File: src/rtl/inst_seq_pkg.sv
// Shared codes for the instruction issue sequencer: instruction classes, data
// sub-types and sequencer state encoding.
package inst_seq_pkg;

    typedef enum logic [1:0] {
        CLS_OTHER = 2'd0,
        CLS_DATA  = 2'd1,
        CLS_LDST  = 2'd2,
        CLS_BR    = 2'd3
    } cls_e;

    typedef enum logic [2:0] {
        DT_NONE  = 3'd0,
        DT_IMM   = 3'd1,
        DT_SHIMM = 3'd2,
        DT_SHREG = 3'd3,
        DT_MUL   = 3'd4
    } dtype_e;

    typedef enum logic [2:0] {
        StIdle,
        StExec,
        StMemWait,
        StFlush,
        StTrap
    } state_e;

    // Width of the per-instruction execute/flush cycle down-counter.
    localparam int unsigned CycW = 16;

endpackage

File: src/rtl/inst_classify.sv
// Combinational instruction decoder: class from bits [27:26], data sub-type with
// first-match priority (immediate, shift-imm, shift-reg, multiply).
module inst_classify
    import inst_seq_pkg::*;
(
    input  logic [31:0] inst_i,
    output cls_e        type_o,
    output dtype_e      dtype_o
);

    always_comb begin
        type_o  = CLS_OTHER;
        dtype_o = DT_NONE;
        unique case (inst_i[27:26])
            2'b00: begin
                type_o = CLS_DATA;
                if (inst_i[25]) begin
                    dtype_o = DT_IMM;
                end else if (!inst_i[4]) begin
                    dtype_o = DT_SHIMM;
                end else if (!inst_i[7]) begin
                    dtype_o = DT_SHREG;
                end else if (!inst_i[24] && (inst_i[7:4] == 4'b1001)) begin
                    dtype_o = DT_MUL;
                end
            end
            2'b01:   type_o = CLS_LDST;
            2'b10:   type_o = CLS_BR;
            default: type_o = CLS_OTHER;
        endcase
    end

endmodule

File: src/rtl/inst_issue_seq.sv
// Single-issue sequencer: accepts, classifies, holds and retires one instruction.
// Optional INST_SEQ_PERF_EN adds mul_cnt_o and mem_stall_cnt_o performance counters.
module inst_issue_seq
    import inst_seq_pkg::*;
#(
    parameter int unsigned MUL_CYCLES   = 3,
    parameter int unsigned SHREG_CYCLES = 2,
    parameter int unsigned FLUSH_CYCLES = 2,
    parameter int unsigned CNT_W        = 16
) (
    input  logic             clk_i,
    input  logic             rst_i,
    input  logic             inst_valid_i,
    input  logic [31:0]      inst_in_i,
    output logic             inst_ready_o,
    output logic             exec_valid_o,
    output logic [31:0]      exec_inst_o,
    output logic [1:0]       exec_type_o,
    output logic [2:0]       exec_dtype_o,
    output logic             mem_req_o,
    input  logic             mem_ack_i,
    output logic             flush_o,
    output logic             retire_o,
    output logic             undef_trap_o,
    output logic             busy_o,
`ifdef INST_SEQ_PERF_EN
    output logic [CNT_W-1:0] mul_cnt_o,
    output logic [CNT_W-1:0] mem_stall_cnt_o,
`endif
    output logic [CNT_W-1:0] retire_cnt_o
);

    state_e            state_q, state_d;
    logic [31:0]       inst_q, inst_d;
    cls_e              cls_q, cls_d, cls_c;
    dtype_e            dt_q, dt_d, dt_c;
    logic [CycW-1:0]   cyc_q, cyc_d;
    logic [CNT_W-1:0]  retire_cnt_q, retire_cnt_d;
    logic              retire, trap, mem_req, flush;

    inst_classify u_classify (
        .inst_i  (inst_in_i),
        .type_o  (cls_c),
        .dtype_o (dt_c)
    );

    always_comb begin
        state_d = state_q;
        inst_d  = inst_q;
        cls_d   = cls_q;
        dt_d    = dt_q;
        cyc_d   = cyc_q;
        retire  = 1'b0;
        trap    = 1'b0;
        mem_req = 1'b0;
        flush   = 1'b0;
        unique case (state_q)
            StIdle: begin
                if (inst_valid_i) begin
                    inst_d = inst_in_i;
                    cls_d  = cls_c;
                    dt_d   = dt_c;
                    cyc_d  = '0;
                    unique case (cls_c)
                        CLS_DATA: begin
                            unique case (dt_c)
                                DT_IMM, DT_SHIMM: state_d = StExec;
                                DT_SHREG: begin
                                    state_d = StExec;
                                    cyc_d   = CycW'(SHREG_CYCLES - 1);
                                end
                                DT_MUL: begin
                                    state_d = StExec;
                                    cyc_d   = CycW'(MUL_CYCLES - 1);
                                end
                                default: state_d = StTrap;
                            endcase
                        end
                        CLS_LDST: state_d = StMemWait;
                        CLS_BR: begin
                            state_d = StFlush;
                            cyc_d   = CycW'(FLUSH_CYCLES - 1);
                        end
                        default: state_d = StTrap;
                    endcase
                end
            end
            StExec, StFlush: begin
                flush = (state_q == StFlush);
                if (cyc_q == '0) begin
                    retire  = 1'b1;
                    state_d = StIdle;
                end else begin
                    cyc_d = cyc_q - 1'b1;
                end
            end
            StMemWait: begin
                mem_req = 1'b1;
                if (mem_ack_i) begin
                    retire  = 1'b1;
                    state_d = StIdle;
                end
            end
            StTrap: begin
                trap    = 1'b1;
                state_d = StIdle;
            end
            default: state_d = StIdle;
        endcase
    end

    assign retire_cnt_d = retire ? retire_cnt_q + 1'b1 : retire_cnt_q;

    always_ff @(posedge clk_i or posedge rst_i) begin
        if (rst_i) begin
            state_q      <= StIdle;
            inst_q       <= '0;
            cls_q        <= CLS_OTHER;
            dt_q         <= DT_NONE;
            cyc_q        <= '0;
            retire_cnt_q <= '0;
        end else begin
            state_q      <= state_d;
            inst_q       <= inst_d;
            cls_q        <= cls_d;
            dt_q         <= dt_d;
            cyc_q        <= cyc_d;
            retire_cnt_q <= retire_cnt_d;
        end
    end

    // Latched fields are masked in IDLE so they read as zero between instructions.
    assign busy_o       = (state_q != StIdle);
    assign inst_ready_o = ~busy_o;
    assign exec_valid_o = busy_o;
    assign exec_inst_o  = busy_o ? inst_q : '0;
    assign exec_type_o  = busy_o ? cls_q : CLS_OTHER;
    assign exec_dtype_o = busy_o ? dt_q : DT_NONE;
    assign mem_req_o    = mem_req;
    assign flush_o      = flush;
    assign retire_o     = retire;
    assign undef_trap_o = trap;
    assign retire_cnt_o = retire_cnt_q;

`ifdef INST_SEQ_PERF_EN
    logic [CNT_W-1:0] mul_cnt_q, mem_stall_cnt_q;

    always_ff @(posedge clk_i or posedge rst_i) begin
        if (rst_i) begin
            mul_cnt_q       <= '0;
            mem_stall_cnt_q <= '0;
        end else begin
            if (retire && (cls_q == CLS_DATA) && (dt_q == DT_MUL)) begin
                mul_cnt_q <= mul_cnt_q + 1'b1;
            end
            if (mem_req && !mem_ack_i) begin
                mem_stall_cnt_q <= mem_stall_cnt_q + 1'b1;
            end
        end
    end

    assign mul_cnt_o       = mul_cnt_q;
    assign mem_stall_cnt_o = mem_stall_cnt_q;
`endif

endmodule

File: config.mk
export PLATFORM = sky130hd
export DESIGN_NAME = inst_issue_seq
export DESIGN_NICKNAME = d
export VERILOG_FILES = /design/src/rtl/inst_seq_pkg.sv /design/src/rtl/inst_classify.sv /design/src/rtl/inst_issue_seq.sv
export SDC_FILE = /design/constraint.sdc
export NUM_CORES = 1
export LEC_CHECK = 0
export ABC_CLOCK_PERIOD_IN_PS = 3350
export CAP_MARGIN = 0
export CORE_MARGIN = 2
export CORE_UTILIZATION = 45
export CTS_CLUSTER_DIAMETER = 50
export DETAILED_ROUTE_END_ITERATION = 10
export PLACE_DENSITY = 0.75
export SYNTH_ARGS = -nofsm -noshare
export SYNTH_HDL_FRONTEND = slang
export SYNTH_HIERARCHICAL = 1
export SYNTH_SLANG_ARGS = --single-unit
File: constraint.sdc
create_clock -name clk_i -period 3.35 [get_ports clk_i]
set_input_delay 1.005 -clock clk_i [delete_from_list [all_inputs] [get_ports clk_i]]
set_output_delay 1.005 -clock clk_i [all_outputs]
set_load 0.03 [all_outputs]
==> results of run 1 <==
## metal layers
metal  vias to the layer above  part of all wire  GRT usage
li1                       1500                 -          -
met1                      1416              0.45      0.276
met2                        77              0.50      0.345
met3                         8             0.039     0.0297
met4                         0             0.012     0.0640
met5                         -                 0          0
## Yosys cell counts, types with 2 or more instances
library cell and count:
a211oi_1 5, nand4_1 4, nor4_1 3, inv_1 8, ha_1 5, a21oi_1 7
nor3_2 5, nand2_1 120, buf_2 2, xor2_1 14, nor3_1 5, dfrtp_1 72
or4_1 7, xnor2_1 9, o31ai_1 3, clkbuf_1 15, nor2_1 22, nor3b_2 2
nand2b_1 3, nand3_1 3, o211ai_1 4, or3_1 8, nor3b_1 3, o21a_1 2
nor2b_1 38, nor4b_2 2, and3_1 3, o21ai_0 3
## area by class of cell
type	instances	area, um^2	share of cell area
Timing Repair Buffer	101	1020	0.207
Clock inverter	4	76.3	0.0155
Sequential cell	72	1800	0.366
Inverter	8	30.0	0.00610
Multi-Input combinational cell	298	1720	0.348
Clock buffer	12	155	0.0315
Tap cell	102	128	0.0259
## logic make-up (layout without fill, tap and decap cells)
family | Yosys count | in the layout
muxes | 1 | 1
DFF | 72 | 72
AOI/OAI and AO/OA | 33 | 33
buffers and inverters | 28 | 125
xor gates and xnor gates | 23 | 23
and+or+nand+nor | 236 | 236
adders and majority gates | 5 | 5
## metrics by stage
stage | worst slack, ps | cell area [um^2] | hold WS (ps)
5_1_grt | 7.29 | 4920 | 483
4_1_cts | 73.9 | 4920 | 471
2_1_floorplan | 208 | 3630 | 438
6_report | 141 | 4920 | 467
3_5_place_dp | 362 | 4690 | 455
3_3_place_gp | 365 | 4690 | 450
## flip-flops by register name, indices dropped and copies added, names as in the netlist
register and count:
dt_q 3, retire_cnt_o 16, state_q 3, inst_q 32
cyc_q 16, cls_q 2
## worst max path at each step
stage                                 startpoint           end  slack, ps  depth (start not counted)
after detailed placement               mem_ack_i      retire_o        360                          4
after floorplan           state_q[2]$_DFFE_PP0P_  exec_valid_o        210                          6
final                      cyc_q[12]$_DFFE_PP0P_      retire_o        140                          5
after global routing       cyc_q[12]$_DFFE_PP0P_      retire_o          7                          5
after global placement                 mem_ack_i      retire_o        360                          4
after CTS                  cyc_q[12]$_DFFE_PP0P_      retire_o         70                          5
## what timing repair did
action                     4_1_cts  5_1_grt
setup endpoints to repair        0        1
buffers inserted                 0        0
hold buffers                     0        0
## worst max-delay path, stage by stage (launching register included)
cell and delay [ps]:
dfrtp_1 400, or4_1 670, nor3_4 300, a22oi_2 150
inv_1 170, buf_4 190
## where the power goes
group / internal, mW / switching (mW) / total [mW]
registers: 1.17 / 0.215 / 1.39
clock network: 0.462 / 0.320 / 0.782
logic: 0.957 / 1.44 / 2.40
==> summary.md, run 1 <==
| Metric | Value |
|---|---|
| Status | `finished, final reports clean` |
| Post-detail-place hpwl | `5890 um` |
| Final Instance Count excl. Fillers | `597` |
| Post-Syn Nets | `439` |
| Global-route wire length before repair | `14,300 um` |
| Overflow after GRT | `0` |
| WL final | `8520 um` |
| Max Cap Viol | `0` |
| Die Y | `93.8 um` |
| Most frequent cells in the layout | `120 x nand2_1, 94 x clkdlybuf4s50_1, 72 x dfrtp_1` |
| Slew Viols, Final | `0` |
| Vias post-DR | `3,001` |
| F_max | `312 MHz` |
| Worst EP arrival | `2200 ps` |
| Overall global routing resource usage | `0.205` |
| Worst hold path endpoint | `retire_cnt_o[15]$_DFFE_PP0P_` |
| Initial core utilization | `0.467` |
| Slew headroom | `0.641` |
| Worst EP required | `2340 ps` |
| Top FF cell, synth | `dfrtp_1` |
| Via count of the first global-routing pass | `2,970` |
| Initial drt markers | `129` |
| Total CTS buffers | `9` |
| Post-route ant nets | `0` |
| Post-Synth Adder-Cell Area | `0.0173` |
| Core Area | `7770 um^2` |
| Multiplexer share of the synthesized area | `0.00311` |
| Initial antenna violation count | `0` |
| Gate Count Post-Synth | `398` |
| N_diodes | `0` |
| Fin crit period | `3210 ps` |
| Final Core Density | `0.634` |
| Cell variety after synth | `49` |
| Row cnt | `32` |
| Pwr dens | `927 nW/um^2` |
| Fillers | `685` |
| Cells on worst reg2reg path | `7` |
| Sink Count | `72` |
| RR Endpoint | `cyc_q[13]$_DFFE_PP0P_` |
| Placer Congestion | `0.839` |
| Resized cells post-CTS | `0` |
| Lkg Pwr | `2.28 nW` |
| Share of cells above drive strength 1 | `0.0848` |
| # setup viols final | `0` |
| WHS Path Cells | `1` |
| Xor-xnor portion of the synthesized cell area | `0.0556` |
| HP Class | `register to register` |
| Post-Synth Simple-Gate Area | `0.330` |
| Avg Cell Area, Syn | `9.11 um^2` |
| Crit Path Category | `register to primary output` |
| Hold Vio Cnt, Final | `0` |
| Largest family of logic cells by synthesized area | `simple AND/OR/NAND/NOR gates` |
| Die Wd | `93.8 um` |
| Die area | `8790 um^2` |
| Largest net degree at the start of global routing | `62` |
| Crit path launch type | `register` |
| RR Startpoint | `cyc_q[0]$_DFFE_PP0P_` |
| Crit Path Max Fanout | `6` |
| WL/cell | `14.3 um` |
| Share of the synthesized area in the top cell type | `0.497` |
| DRC violations left | `0` |
| Clock-pin slew on the worst setup and hold paths | `80 ps` |
| Most common cell after layout, fill and taps aside | `nand2_1` |
| CTS root buf | `clkbuf_8` |
| Synth-to-layout area growth | `35.8%` |
| Hold Startpoint | `retire_cnt_o[15]$_DFFE_PP0P_` |
| Sequential fraction of the synthesis area | `0.497` |
| Cells after DPL | `581` |
| Fin Setup TNS | `0 ps` |
| Number of port buffers | `95` |
| Mapped Area | `3630 um^2` |
| H-Tree Depth | `3` |
| RSZ-0062 raised after global routing | `false` |
| Clock skew | `9.04 ps` |
| Synth Register Bits | `72` |
| I/O pins | `96` |
| VDD IR max | `0.000562 V` |
| Final period util | `0.958` |
| Synth area leaders | `dfrtp_1 50%, nand2_1 12%, nor2b_1 6.6%` |
| Number of flops mapped to enable cells by yosys | `0` |
| R2R Setup Slk | `970 ps` |
| Compound-cell area share of the yosys netlist | `0.0645` |
| Asr flop ratio synth | `1.00` |
| CTS tree | `done` |
| First-pass detailed-route iteration total | `4` |
| Nets | `531` |
| Clock Latency Late Sink | `340 ps` |
| Vias per inst | `5.03` |
| Tot Pwr | `4.57 mW` |
| CTS Buffer Depth | `2` |
| Worst-margin pin slew | `538 ps` |
| Worst Setup End Kind | `primary output` |
| Synth Warn # | `6` |
| Area leader, netlist | `dfrtp_1` |
(Power assumes the default switching activity.)
==> run 2, diff against run 1 <==
CAP_MARGIN = 25   (was 0)
==> results of run 2 <==
Final layout, timing and power as in run 1 (identical DEF).
